`config.mk`:
```
export PLATFORM = sky130hd
export DESIGN_NAME = tdm_demux_1_to_2_flat
export DESIGN_NICKNAME = d
export VERILOG_FILES = /design/src/rtl/tdm_pkg.sv /design/src/rtl/tdm_demux_1_to_2_if.sv /design/src/rtl/sipo_shift.sv /design/src/rtl/tdm_demux_1_to_2.sv /design/src/flat_wrapper.sv
export SDC_FILE = /design/constraint.sdc
export NUM_CORES = 1
export LEC_CHECK = 0
export ABC_AREA = 1
export BUFFER_PORTS_ARGS = -buffer_cell sky130_fd_sc_hd__buf_2
export CORE_ASPECT_RATIO = 0.9
export CORE_MARGIN = 2
export CORE_UTILIZATION = 50
export CTS_CLUSTER_DIAMETER = 30
export DETAILED_ROUTE_END_ITERATION = 6
export PLACE_DENSITY = 0.8
export REMOVE_ABC_BUFFERS = 1
export SLEW_MARGIN = 20
export SYNTH_ARGS = -nofsm -noshare
export SYNTH_HDL_FRONTEND = slang
export SYNTH_SLANG_ARGS = --single-unit
```
`constraint.sdc`:
```
create_clock -name clk -period 3.2 [get_ports clk]
set_clock_uncertainty 0.15 [all_clocks]
set_input_delay 0 -clock clk [delete_from_list [all_inputs] [get_ports clk]]
set_output_delay 0 -clock clk [all_outputs]
set_load 0.1 [all_outputs]
```
`src/rtl/tdm_pkg.sv`:
```
// Shared definitions for the TDM mux/demux pair.
// Frame-sync FSM encodings, default word width and demux control bundle.
package tdm_pkg;

  localparam int TDM_WIDTH = 8;

  typedef enum logic {
    HUNT = 1'b0,
    RECV = 1'b1
  } tdm_state_e;

  typedef struct packed {
    logic start;
    logic sh0;
    logic sh1;
    logic clr0;
    logic clr1;
    logic load;
    logic err;
  } tdm_ctl_t;

endpackage

```
`src/rtl/tdm_demux_1_to_2_if.sv`:
```
// Serial TDM input and per-channel word outputs of the 1-to-2 demux.
// master drives the bit stream, slave is the demux.
interface tdm_demux_1_to_2_if
  import tdm_pkg::*;
#(
  parameter int WIDTH = TDM_WIDTH
);
  logic             en;
  logic             din;
  logic             sync;
  logic [WIDTH-1:0] Y0;
  logic [WIDTH-1:0] Y1;
  logic             valid;
  logic             sync_err;
  logic             locked;

  modport master (
    output en, din, sync,
    input  Y0, Y1, valid, sync_err, locked
  );

  modport slave (
    input  en, din, sync,
    output Y0, Y1, valid, sync_err, locked
  );
endinterface

```
`src/rtl/sipo_shift.sv`:
```
// Serial-in/parallel-out shifter, MSB first, with sync clear.
// clr together with sh loads d as the sole bit of a fresh word.
module sipo_shift #(
  parameter int WIDTH = 8
) (
  input  logic             clk,
  input  logic             rst,
  input  logic             clr,
  input  logic             sh,
  input  logic             d,
  output logic [WIDTH-1:0] q
);

  always_ff @(posedge clk) begin
    if (rst) begin
      q <= '0;
    end else if (clr) begin
      q <= sh ? {{(WIDTH-1){1'b0}}, d} : '0;
    end else if (sh) begin
      q <= {q[WIDTH-2:0], d};
    end
  end

endmodule

```
`src/rtl/tdm_demux_1_to_2.sv`:
```
// Bit-interleaved 2-channel TDM demultiplexer with frame-sync FSM.
// Words are published together when the last ch1 bit arrives.
module tdm_demux_1_to_2
  import tdm_pkg::*;
#(
  parameter int WIDTH = TDM_WIDTH
) (
  input  logic              clk,
  input  logic              rst,
  tdm_demux_1_to_2_if.slave bus
);

  localparam int CW = $clog2(WIDTH);

  tdm_state_e       state;
  tdm_state_e       state_nxt;
  tdm_ctl_t         ctl;
  logic             slot;
  logic [CW-1:0]    bitcnt;
  logic [WIDTH-1:0] ch0_q;
  logic [WIDTH-1:0] ch1_q;
  logic             bnd;
  logic             last;
  logic             recv;
  logic             go;
  logic             lost;
  logic             dat0;
  logic             dat1;

  assign recv = (state == RECV);
  assign bnd  = !slot && (bitcnt == '0);
  assign last = slot && (bitcnt == CW'(WIDTH-1));

  assign go   = bus.en && bus.sync;
  assign lost = bus.en && !bus.sync && recv && bnd;
  assign dat0 = bus.en && !bus.sync && recv && !bnd && !slot;
  assign dat1 = bus.en && !bus.sync && recv && !bnd && slot;

  always_ff @(posedge clk) begin
    if (rst) begin
      state <= HUNT;
    end else begin
      state <= state_nxt;
    end
  end

  always_comb begin
    state_nxt = state;
    if (go) begin
      state_nxt = RECV;
    end else if (lost) begin
      state_nxt = HUNT;
    end
  end

  // sync always restarts a frame; it is an error unless on a boundary
  always_comb begin
    ctl = '0;
    unique case (1'b1)
      go: begin
        ctl.start = 1'b1;
        ctl.sh0   = 1'b1;
        ctl.clr0  = 1'b1;
        ctl.clr1  = 1'b1;
        ctl.err   = recv && !bnd;
      end
      lost: ctl.err = 1'b1;
      dat0: ctl.sh0 = 1'b1;
      dat1: begin
        ctl.sh1  = 1'b1;
        ctl.load = last;
      end
      default: ;
    endcase
  end

  assign bus.locked = recv;

  always_ff @(posedge clk) begin
    if (rst) begin
      slot         <= 1'b0;
      bitcnt       <= '0;
      bus.Y0       <= '0;
      bus.Y1       <= '0;
      bus.valid    <= 1'b0;
      bus.sync_err <= 1'b0;
    end else begin
      bus.valid    <= ctl.load;
      bus.sync_err <= ctl.err;
      if (ctl.start) begin
        slot   <= 1'b1;
        bitcnt <= '0;
      end else if (ctl.sh0) begin
        slot <= 1'b1;
      end else if (ctl.sh1) begin
        slot   <= 1'b0;
        bitcnt <= ctl.load ? '0 : bitcnt + CW'(1);
      end
      if (ctl.load) begin
        bus.Y0 <= ch0_q;
        bus.Y1 <= {ch1_q[WIDTH-2:0], bus.din};
      end
    end
  end

  sipo_shift #(
    .WIDTH (WIDTH)
  ) u_ch0 (
    .clk (clk),
    .rst (rst),
    .clr (ctl.clr0),
    .sh  (ctl.sh0),
    .d   (bus.din),
    .q   (ch0_q)
  );

  sipo_shift #(
    .WIDTH (WIDTH)
  ) u_ch1 (
    .clk (clk),
    .rst (rst),
    .clr (ctl.clr1),
    .sh  (ctl.sh1),
    .d   (bus.din),
    .q   (ch1_q)
  );

endmodule
```
`src/flat_wrapper.sv`:
```
// flat-port wrapper written by rule: the top's interface ports become plain ports
module tdm_demux_1_to_2_flat import tdm_pkg::*;
#(
  parameter int WIDTH = TDM_WIDTH
)
  (clk, rst, bus_en, bus_din, bus_sync, bus_Y0, bus_Y1, bus_valid, bus_sync_err, bus_locked);
  tdm_demux_1_to_2_if #(.WIDTH(WIDTH)) bus_i ();
  input  logic clk;
  input  logic rst;
  input wire logic [$bits(bus_i.en)-1:0] bus_en;
  input wire logic [$bits(bus_i.din)-1:0] bus_din;
  input wire logic [$bits(bus_i.sync)-1:0] bus_sync;
  output wire logic [$bits(bus_i.Y0)-1:0] bus_Y0;
  output wire logic [$bits(bus_i.Y1)-1:0] bus_Y1;
  output wire logic [$bits(bus_i.valid)-1:0] bus_valid;
  output wire logic [$bits(bus_i.sync_err)-1:0] bus_sync_err;
  output wire logic [$bits(bus_i.locked)-1:0] bus_locked;
  assign bus_i.en = bus_en;
  assign bus_i.din = bus_din;
  assign bus_i.sync = bus_sync;
  assign bus_Y0 = bus_i.Y0;
  assign bus_Y1 = bus_i.Y1;
  assign bus_valid = bus_i.valid;
  assign bus_sync_err = bus_i.sync_err;
  assign bus_locked = bus_i.locked;
  tdm_demux_1_to_2 #(.WIDTH(WIDTH)) u_core (.clk(clk), .rst(rst), .bus(bus_i));
endmodule
```
# Word-level counts from Yosys, hierarchy flattened
# Cells that the tools add are included.
totals:
  output_inout_bits: 19
  inputBits: 5
  reg_bits: 38
  wordCells: 51
op_classes:
  n_reduce_logical: 21
  eq_ne: 1
  bitwise: 1
  n_addsub: 1
  muxes: 18
op_table:
  columns: ["operator", "count"]
  rows:
  - ["$mux W8", 2]
  - ["$mux W7", 2]
  - ["$mux W1", 11]
  - ["$logic_and A1 B1 Y1", 10]
  - ["$reduce_bool A2 Y1", 3]
  - ["$reduce_or A2 Y1", 2]
  - ["$add A3 B1 Y3 const B", 1]
  - ["$eq A3 B3 Y1 const B", 1]
  - ["$logic_not A1 Y1", 3]
  - ["$logic_not A3 Y1", 1]
  - ["$mux W3", 1]
  - ["$reduce_bool A3 Y1", 1]
  - ["$mux W2", 1]
  - ["$pmux W1 S2", 1]
  - ["$reduce_and A2 Y1", 1]
  - ["$not A1 Y1", 1]

# Logic depth before layout (Yosys ltp)
# Gate-level depths: netlist (run 1).
depth:
  depth_word: 9
  ltp_mapped: 8
  mapped_depth_nobuf: 8

# Modules after synthesis
# Synthesis (run 1) repeated with hierarchy kept, for this count alone.
hier_totals:
  cells_unflattened: 221
  hier_area_um2: 1645.3
modules_own_cells:
  columns: ["mod", "n_inst", "seq_area_each_um2", "area_each_um2", "cells_per_inst"]
  rows:
  - ["tdm_demux_1_to_2", 1, 460.4, 1029.7, 149]
  - ["sipo_shift", 2, 160.2, 307.8, 36]

# Least setup slack after synthesis (run 1)
# OpenSTA, ideal clock, no wires.
synth_path:
  kind: "flip-flop to flip-flop"
  from: "register u_core.state (netlist: u_core.bus.locked)"
  to: "register u_core.bus.Y0[0]"
  setup_time_ns: 0.065
  path_stages_with_launch: 8
  path_slack_ns: 1.136
  path_buffers: 1
  synth_period_minus_slack_ns: 2.064
  arrival_time_ns: 1.849
  t_required_ns: 2.985
  cell_sequence: "dfxtp_1 nand2_1 nor2_4 nand2_4 nor2_8 buf_6 nor2_1 nor2_1"
synth_via:
  elab_chain_len: 4
synth_lines:
  columns: ["item", "line_no", "text"]
  rows:
  - ["start, declared", "tdm_demux_1_to_2.sv:15", "tdm_state_e state;"]
  - ["start signal, assigned", "tdm_demux_1_to_2.sv:43", "state <= state_nxt;"]
  - ["$logic_and A1 B1 Y1 (3 in series)", "tdm_demux_1_to_2.sv:37", "assign dat1 = bus.en && !bus.sync && recv && !bnd && slot;"]
  - ["$mux W1", "tdm_demux_1_to_2.sv:59", "unique case (1'b1)"]
  - ["end signal, assigned", "tdm_demux_1_to_2.sv:100", "bus.Y0 <= ch0_q;"]
  - ["end, declared", "tdm_demux_1_to_2_if.sv:24", "output Y0, Y1, valid, sync_err, locked"]
# No other way between the ends.
# A chain may end at the register's enable or synchronous reset.

# Worst setup path in the final report (run 1)
layout_path:
  from: "register u_core.state (netlist: u_core.bus.locked)"
  to: "register u_core.u_ch1.q[0]"
layout_via:
  elab_chain_len: 6
  word_cells_on_any_way: 7
  cone_classes: "3 x mux; 4 x reduce/logical"
layout_lines:
  columns: ["item", "line_no", "text"]
  rows:
  - ["$logic_and A1 B1 Y1 (*) (3 in series)", "tdm_demux_1_to_2.sv:37", null]
  - ["$mux W1 (*)", "tdm_demux_1_to_2.sv:59", null]
  - ["$mux W1", "sipo_shift.sv:18", "q <= sh ? {{(WIDTH-1){1'b0}}, d} : '0;"]
  - ["$mux W7", "sipo_shift.sv:17", "end else if (clr) begin"]
  - ["end signal, assigned", "sipo_shift.sv:18", null]
  - ["end signal, assigned", "sipo_shift.sv:20", "q <= {q[WIDTH-2:0], d};"]
  - ["end, declared", "sipo_shift.sv:11", "output logic [WIDTH-1:0] q"]
# Every way passes the cells marked *; elsewhere a longest branch is shown, timed or not.

==> results of run 1 <==
cell type report:
| class | count | area [um^2] | area share, % |
|---|---|---|---|
| flip-flops and latches | 38 | 761 | 42.8 |
| well taps | 40 | 50.0 | 2.81 |
| multi-input cells | 135 | 648 | 36.4 |
| clock inverters | 2 | 12.5 | 0.703 |
| inverters | 19 | 71.3 | 4.01 |
| clock buffers | 6 | 51.3 | 2.88 |
| repair buffers | 30 | 185 | 10.4 |
logic make-up (layout without fill, tap and decap cells):
kind of cell,after synthesis,after routing
AOI/OAI and AO/OA,38,38
adders and majority gates,3,3
DFF,38,38
and+or+nand+nor,94,94
buffers and inverters,26,57
path summary, 6_finish.rpt:
kind	startpoint	end	slack, ps	cells after the start
max reg2reg	u_core.bus.locked$_SDFFE_PP0P_	u_core.u_ch1.q[0]$_SDFFE_PP0P_	690	6
min reg2reg	u_core.bus.Y1[0]$_SDFFE_PP0N_	u_core.bus.Y1[0]$_SDFFE_PP0N_	330	2
max	u_core.bus.locked$_SDFFE_PP0P_	u_core.u_ch1.q[0]$_SDFFE_PP0P_	690	6
min	bus_din	u_core.bus.Y1[0]$_SDFFE_PP0N_	320	4
metal layers:
layer / vias up / track usage [%]
li1: 690 / -
met1: 566 / 23.0
met2: 28 / 27.8
met3: 5 / 5.41
met4: 0 / 9.52
met5: - / 0
cell usage after synthesis:
cell | number | area [um^2]
nor2_2 | 1 | 6.26
nand2_2 | 2 | 12.5
or2_1 | 1 | 6.26
buf_4 | 1 | 7.51
o21ai_1 | 11 | 55.1
ha_1 | 3 | 37.5
o21ai_0 | 13 | 65.1
dfxtp_1 | 38 | 761
inv_1 | 18 | 67.6
inv_2 | 1 | 3.75
o21bai_1 | 1 | 7.51
nor2_1 | 55 | 206
nand3_2 | 1 | 10.0
nand2_1 | 17 | 63.8
nand3_1 | 14 | 70.1
nor2_8 | 1 | 20.0
nand2_4 | 1 | 11.3
a21oi_1 | 13 | 65.1
buf_1 | 1 | 3.75
nor2_4 | 1 | 11.3
buf_6 | 1 | 11.3
clkbuf_1 | 2 | 7.51
buf_2 | 2 | 10.0
metrics by stage:
stage	hold slack [ps]	util, %	std cells	total power [W]
2_1_floorplan	-80.9	-	192	0.000518
3_3_place_gp	142	58.4	255	0.000531
3_5_place_dp	131	58.4	255	0.000531
4_1_cts	300	63.2	270	0.000796
5_1_grt	336	63.2	270	0.000826
6_report	323	63.2	270	0.000789
sequential cells by signal, summed over array words and instances, names as in the netlist:
| name | flops |
|---|---|
| u_core.bus.Y1 | 8 |
| u_core.u_ch0.q | 8 |
| u_core.bus.sync_err | 1 |
| u_core.bus.locked | 1 |
| u_core.u_ch1.q | 7 |
| u_core.slot | 1 |
| u_core.bus.valid | 1 |
| u_core.bitcnt | 3 |
| u_core.bus.Y0 | 8 |
power groups by stage:
stage | Sequential [W] | Combinational (W) | Clock, W
4_1_cts | 0.000479 | 0.0000458 | 0.000272
5_1_grt | 0.000479 | 0.0000508 | 0.000296
3_5_place_dp | 0.000489 | 0.0000418 | 0
3_3_place_gp | 0.000489 | 0.0000416 | 0
6_report | 0.000479 | 0.0000457 | 0.000264
2_1_floorplan | 0.000497 | 0.0000212 | 0
worst max-delay path: cells and delay by family, from the launching register on:
| kind | cells | cell delay [ps] |
|---|---|---|
| AND/OR/NAND/NOR | 3 | 640 |
| AO/OA/AOI/OAI | 1 | 140 |
| buffers and inverters | 2 | 1120 |
| flip-flops | 1 | 430 |
==> out/qor.yml, run 1 <==
pwr:
  cell_internal_pwr_w: 0.000595
  cellLeakagePower_nw: 0.801
  powerDensity_nw_per_um2: 443
  p_sw_share_pct: 24.6
  switchingPower_w: 0.000194
  clock_power_share_pct: 33.5
  p_seq_share_pct: 60.7
  ir_worst_vdd_mv: 0.277
  power_frac_comb_pct: 5.8
setup_path:
  slowest_delay_ps: 570
  crit_type: "flop to flop"
  cp-start-kind: "flop"
  cp.required_ps: 3360
  cp_max_fo: 11
  cp_slowest_cell: "dlygate4sd3_1"
  cp_cell_sequence: "nand3_2 -> nor2_2 -> nand2_1 -> dlygate4sd3_1 -> a21oi_1 -> dlygate4sd3_1"
  crit_path_end_kind: "flop"
  critPathArrivalTime_ps: 2670
  cpMostUsedCell: "dlygate4sd3_1"
synthesis:
  synth_top_family_by_area: "simple AND/OR/NAND/NOR gates"
  yosys.area_share.simple_pct: 27.5
  synthAdderAreaFrac_pct: 2.47
  yosysWarnings: 0
  syn_avg_cell_area_um2: 7.64
  ys_ff_latch: 38
  synth_xor_area_share_pct: 0
  synth_compound_area_share_pct: 12.7
  synthesis.area_um2: 1520
  synthCells: 199
  synth.distinct_cells: 23
  muxShareOfSynthArea_pct: 0
  ys_seq_area_share_pct: 50.0
sta:
  fin_crit_ps: 2510
  fin_tns_setup_ps: 0
  worstMarginPinSlew_ps: 600
  period_share_pct: 78.5
  rsz0062_at_grt: "false"
  hold_viol_final: 0
  setup_viol: 0
  max_slew_margin_pct: 60.0
  finalWorstSetupSlack_ps: 687
  max_clock_freq_mhz: 398
  finalMaxSlewViolations: 0
cts:
  cts_tree: "done"
  clk_pin_slew_worst_paths_ps: 120
  postCtsSetupBuffers: 0
  cts_buffer_depth: 2
  cts_buffers: 5
  htree_num_levels: 2
  cts_hold_buf: 7
  cts-root-buf: "clkbuf_4"
  cts.sinks: 38
  cts_resized: 0
  worst_skew_pair.late_latency_ps: 360
detailed_routing:
  met3_length_um: 191
  first_pass_iters: 4
  wirelength_um: 2770
  postRouteAntennaNets: 0
  drt_iter0_drc: 68
  wl_per_cell_um: 10.3
  post-route-drc-count: 0
  wl_met1_um: 1370
  wl_met2_um: 1170
  viasPerCell: 4.77
  top_layer: "met4"
  via_count: 1289
die:
  fp.coreArea_um2: 2820
  num_io_pins: 24
  die_w_um: 62.1
  row_count: 18
  die_area_um2: 3500
  start_util_pct: 54.0
  die_y_um: 56.3
place:
  routabilityCongestion: 0.799
  dpl_cell_area_um2: 1650
  dpl_worst_slack_ps: 1420
  dpl.hpwl_um: 1790
  io_buffers: 23
min_path:
  hold_class: "input pin to flop"
finish:
  nFillCells: 265
  drive_above_1_share_pct: 17.0
  fin_area_um2: 1780
  final_cell_mix: "nor2_1, dfxtp_1, buf_2, inv_1, nand2_1"
  final_common_cell: "nor2_1"
  layout.nets: 237
  diodes: 0
  area_growth_pct: 17.0
global_routing:
  globalRouteTotalUtil_pct: 18.1
  antenna_found_initial: 0
  grt_pass1_vias: 1131
  grt_start_max_net_pins: 26
  grt_pass1_wl_um: 4950
  grt_overflow: 0
status:
  outcome: "finished clean"
run:
  maxCapViolations: 0
No activity file was read; power rests on OpenSTA's default activity.
==> run 2, diff against run 1 <==
==> constraint.sdc (replaced) <==
create_clock -name clk -period 2.4 [get_ports clk]
set_clock_uncertainty 0.15 [all_clocks]
set_input_delay 0 -clock clk [delete_from_list [all_inputs] [get_ports clk]]
set_output_delay 0 -clock clk [all_outputs]
set_load 0.1 [all_outputs]
==> out/qor.yml, run 2 (synthesized netlist as in run 1, its figures left out) <==
status:
  outcome: "finished clean"
cts:
  clk_pin_slew_worst_paths_ps: 120
  worst_skew_pair.late_latency_ps: 350
  cts_tree: "done"
  cts_buffer_depth: 2
  cts_hold_buf: 6
  htree_num_levels: 2
  cts_resized: 0
  cts-root-buf: "clkbuf_4"
  postCtsSetupBuffers: 0
  cts.sinks: 38
  cts_buffers: 5
pwr:
  powerDensity_nw_per_um2: 594
  total_power_w: 0.00105
  ir_worst_vdd_mv: 0.449
  cellLeakagePower_nw: 0.794
finish:
  area_growth_pct: 16.4
  final_cell_mix: "nor2_1, dfxtp_1, buf_2, inv_1, nand2_1"
  nFillCells: 266
  regArea_um2: 761
  multi_input_area_um2: 648
  drive_above_1_share_pct: 17.0
  final_common_cell: "nor2_1"
  layout.nets: 236
  diodes: 0
  reg.largest.list: "u_core.bus.Y0 x8, u_core.bus.Y1 x8, u_core.u_ch0.q x8"
sta:
  max_slew_margin_pct: 58.9
  fin_crit_ps: 2090
  setup_viol: 0
  fin_tns_setup_ps: 0
  finalMaxSlewViolations: 0
  rsz0062_at_grt: "false"
  max_clock_freq_mhz: 479
  hold_viol_final: 0
  period_share_pct: 86.9
  worstMarginPinSlew_ps: 616
  holdWs_ps: 328
setup_path:
  crit_type: "flop to flop"
  reg2reg_slack_ps: 310
  cp_max_fo: 7
  cp.required_ps: 2550
  critPathArrivalTime_ps: 2240
  reg2reg_depth: 8
  r2r_end: "u_core.u_ch0.q[7]$_SDFFE_PP0P_"
  worstReg2RegStart: "u_core.bitcnt[0]$_SDFFE_PP0P_"
  cp-start-kind: "flop"
  crit_path_end_kind: "flop"
global_routing:
  grt_start_max_net_pins: 26
  antenna_found_initial: 0
  grt_pass1_vias: 1142
  grt_overflow: 0
  grt_pass1_wl_um: 4860
  globalRouteTotalUtil_pct: 17.7
place:
  dpl.hpwl_um: 1840
  routabilityCongestion: 0.799
  io_buffers: 23
die:
  num_io_pins: 24
  die_w_um: 62.1
  fp.coreArea_um2: 2820
  row_count: 18
  die_y_um: 56.3
  start_util_pct: 54.0
  die_area_um2: 3500
detailed_routing:
  first_pass_iters: 4
  via_count: 1298
  drt_iter0_drc: 64
  top_layer: "met4"
  wl_met2_um: 1200
  wl_met1_um: 1410
  viasPerCell: 4.83
  wl_per_cell_um: 10.5
  post-route-drc-count: 0
  postRouteAntennaNets: 0
  wirelength_um: 2820
  met3_length_um: 139
run:
  maxCapViolations: 0
min_path:
  hold_end: "u_core.bus.Y1[0]$_SDFFE_PP0N_"
  hold_class: "input pin to flop"
  hold_start: "bus_din"
  min_path_cells: 4
run 2: changes by cell type in the layout (fill, tap and decap cells not counted), sizes merged:
cell | previous run | this run
dlygate4sd3 | 7 | 6
run 2: area by class of cell:
class	count	share of cell area, %
Timing Repair Buffer	29	9.90
Tap cell	40	2.83
Inverter	19	4.03
Clock buffer	6	2.90
Sequential cell	38	43.0
Multi-Input combinational cell	135	36.6
Clock inverter	2	0.707
run 2: per-stage QoR:
step / util, % / worst slack, ps / cell area, um^2 / cells
2_1_floorplan: - / 179 / 1480 / 192
3_3_place_gp: 58.4 / 728 / 1650 / 255
3_5_place_dp: 58.4 / 641 / 1650 / 255
4_1_cts: 62.8 / 297 / 1770 / 269
5_1_grt: 62.8 / 184 / 1770 / 269
6_report: 62.8 / 314 / 1770 / 269
run 2: how the worst max path moves through the flow:
stage                              startpoint  slack (ps)                        endpoint
5_1_grt         u_core.bitcnt[0]$_SDFFE_PP0P_         180  u_core.u_ch0.q[7]$_SDFFE_PP0P_
2_1_floorplan  u_core.bus.locked$_SDFFE_PP0P_         180   u_core.bus.Y0[7]$_SDFFE_PP0N_
6_report        u_core.bitcnt[0]$_SDFFE_PP0P_         310  u_core.u_ch0.q[7]$_SDFFE_PP0P_
4_1_cts         u_core.bitcnt[0]$_SDFFE_PP0P_         300  u_core.u_ch0.q[7]$_SDFFE_PP0P_
3_5_place_dp   u_core.bus.locked$_SDFFE_PP0P_         640   u_core.bus.Y1[6]$_SDFFE_PP0N_
3_3_place_gp   u_core.bus.locked$_SDFFE_PP0P_         730   u_core.bus.Y1[3]$_SDFFE_PP0N_
run 2: worst max-delay path: stages, from the launching register on:
cell and delay, ps:
dfxtp_1 370, inv_1 60, ha_1 210, nand2_1 80, nand2_1 70, nor2_1 320
nand2_1 100, a21oi_1 140, dlygate4sd3_1 550
run 2: metal layers:
metal	GRT usage (%)	vias up
met5	0	-
met4	9.84	0
met3	5.41	6
met2	27.5	30
met1	22.2	572
li1	-	690
run 2: power breakdown:
part | internal (W) | switching [W] | total [W]
Sequential | 0.000634 | 0.00000373 | 0.000638
Combinational | 0.0000180 | 0.0000433 | 0.0000613
Clock | 0.000141 | 0.000211 | 0.000352
==> run 3, diff against run 2 <==
--- a/config.mk
+++ b/config.mk
@@ -8,11 +8,11 @@
 export ABC_AREA = 1
 export BUFFER_PORTS_ARGS = -buffer_cell sky130_fd_sc_hd__buf_2
 export CORE_ASPECT_RATIO = 0.9
-export CORE_MARGIN = 2
 export CORE_UTILIZATION = 50
 export CTS_CLUSTER_DIAMETER = 30
 export DETAILED_ROUTE_END_ITERATION = 6
 export PLACE_DENSITY = 0.8
+export RECOVER_POWER = 100
 export REMOVE_ABC_BUFFERS = 1
 export SLEW_MARGIN = 20
 export SYNTH_ARGS = -nofsm -noshare
==> out/qor.yml, run 3 (synthesized netlist as in run 1, its figures left out) <==
status:
  outcome: "finished clean"
cts:
  clk_pin_slew_worst_paths_ps: 120
  cts.sinks: 38
  cts-root-buf: "clkbuf_4"
  cts_resized: 0
  cts_buffers: 5
  htree_num_levels: 2
  cts_tree: "done"
  cts_buffer_depth: 2
  worst_skew_pair.late_latency_ps: 360
sta:
  max_slew_margin_pct: 21.6
  max_clock_freq_mhz: 477
  finalWorstSetupSlack_ps: 303
  hold_viol_final: 0
  period_share_pct: 87.4
  rsz0062_at_grt: "false"
  worstMarginPinSlew_ps: 1180
  holdWs_ps: 306
  finalMaxSlewViolations: 0
  fin_crit_ps: 2100
  fin_tns_setup_ps: 0
  setup_viol: 0
detailed_routing:
  drt_iter0_drc: 26
  post-route-drc-count: 0
  postRouteAntennaNets: 0
  via_count: 1305
  viasPerCell: 4.85
  first_pass_iters: 4
  wirelength_um: 2910
  wl_per_cell_um: 10.8
global_routing:
  grtUsageMet3_pct: 8.51
  grt_start_max_net_pins: 26
  grt_util_met2_pct: 31.1
  grt_pass1_wl_um: 4660
  globalRouteTotalUtil_pct: 20.2
  grt_busiest_layer: "met2"
  gr-usage-met1_pct: 24.2
  grt_pass1_vias: 1062
  antenna_found_initial: 0
  grt_overflow: 0
setup_path:
  cp_slowest_cell: "dlygate4sd3_1"
  cpMostUsedCell: "nand2_1"
  worstReg2RegStart: "u_core.bitcnt[0]$_SDFFE_PP0P_"
  cp_cell_sequence: "inv_1 -> ha_1 -> nand2_1 -> nand2_1 -> nor2_1 -> nand2_1 -> a21oi_1 -> dlygate4sd3_1"
  reg2reg_slack_ps: 300
  cp_max_fo: 7
  slowest_delay_ps: 550
  crit_type: "flop to flop"
  cp.required_ps: 2560
  critPathArrivalTime_ps: 2260
  cp-start-kind: "flop"
  crit_path_end_kind: "flop"
  cp-startpoint: "u_core.bitcnt[0]$_SDFFE_PP0P_"
finish:
  final_cell_mix: "nor2_1, dfxtp_1, o21ai_0, clkbuf_1"
  diodes: 0
  layout.nets: 236
  area_growth_pct: 14.3
  drive_above_1_share_pct: 7.86
  reg.largest.list: "u_core.bus.Y0 x8, u_core.bus.Y1 x8, u_core.u_ch0.q x8"
  final_common_cell: "nor2_1"
place:
  dpl_worst_slack_ps: 595
  routabilityCongestion: 0.798
  dpl.hpwl_um: 1870
  io_buffers: 23
run:
  maxCapViolations: 0
pwr:
  total_power_w: 0.00106
  cellLeakagePower_nw: 0.707
  ir_worst_vdd_mv: 0.356
  powerDensity_nw_per_um2: 608
die:
  row_count: 18
  die_area_um2: 3270
  start_util_pct: 54.0
  num_io_pins: 24
  die_w_um: 60.1
  die_y_um: 54.3
  fp.coreArea_um2: 2820
min_path:
  hold_start: "bus_din"
  hold_class: "input pin to flop"
==> run 3: cell count changes in the layout (fill, tap and decap cells not counted), sizes merged <==
cell	change
buf	-19
clkbuf	+19
==> run 3: per-layer routing <==
metal | wire length, um | vias up
met3 | 189 | 8
met5 | 0 | -
met1 | 1370 | 580
met2 | 1290 | 28
met4 | 55 | 0
li1 | - | 689
==> run 3: final cells by class <==
type / count / area [um^2]
fill: 265 / 1080
sequential: 38 / 761
multi-input combinational: 135 / 641
timing repair buffer: 29 / 151
clock inverter: 2 / 12.5
inverter: 19 / 71.3
tap: 40 / 50.0
clock buffer: 6 / 51.3
==> run 3: stage by stage <==
| stage | util (%) | instances | instance area (um^2) |
|---|---|---|---|
| 6_report | 61.7 | 269 | 1740 |
| 5_1_grt | 61.7 | 269 | 1740 |
| 4_1_cts | 62.8 | 269 | 1770 |
| 3_5_place_dp | 58.4 | 255 | 1650 |
| 3_3_place_gp | 58.4 | 255 | 1650 |
| 2_1_floorplan | - | 192 | 1480 |
==> run 3: worst paths after layout <==
check	end	depth (start not counted)
min	u_core.bus.Y1[0]$_SDFFE_PP0N_	4
max	u_core.u_ch0.q[7]$_SDFFE_PP0P_	8
min reg2reg	u_core.bus.Y1[0]$_SDFFE_PP0N_	2
max reg2reg	u_core.u_ch0.q[7]$_SDFFE_PP0P_	8
==> run 3: repair_timing <==
item,4_1_cts,5_1_grt
endpoints found under the hold margin,16,0
buffers inserted,0,0
hold buffers,6,0
==> run 3: report_power, final <==
part	switching (W)	leakage, nW	total (W)	internal [W]
clock	0.000217	0.0343	0.000358	0.000141
sequential	0.00000383	0.307	0.000638	0.000634
combinational	0.0000428	0.367	0.0000596	0.0000168
total	0.000264	0.707	0.00106	0.000792
==> run 3: critical path: cells and delay by family (launching register included) <==
kind / cells / cell delay [ps]
AOI/OAI and AO/OA: 1 / 150
adders and majority gates: 1 / 210
buffers and inverters: 2 / 620
DFF: 1 / 370
and+or+nand+nor: 4 / 560
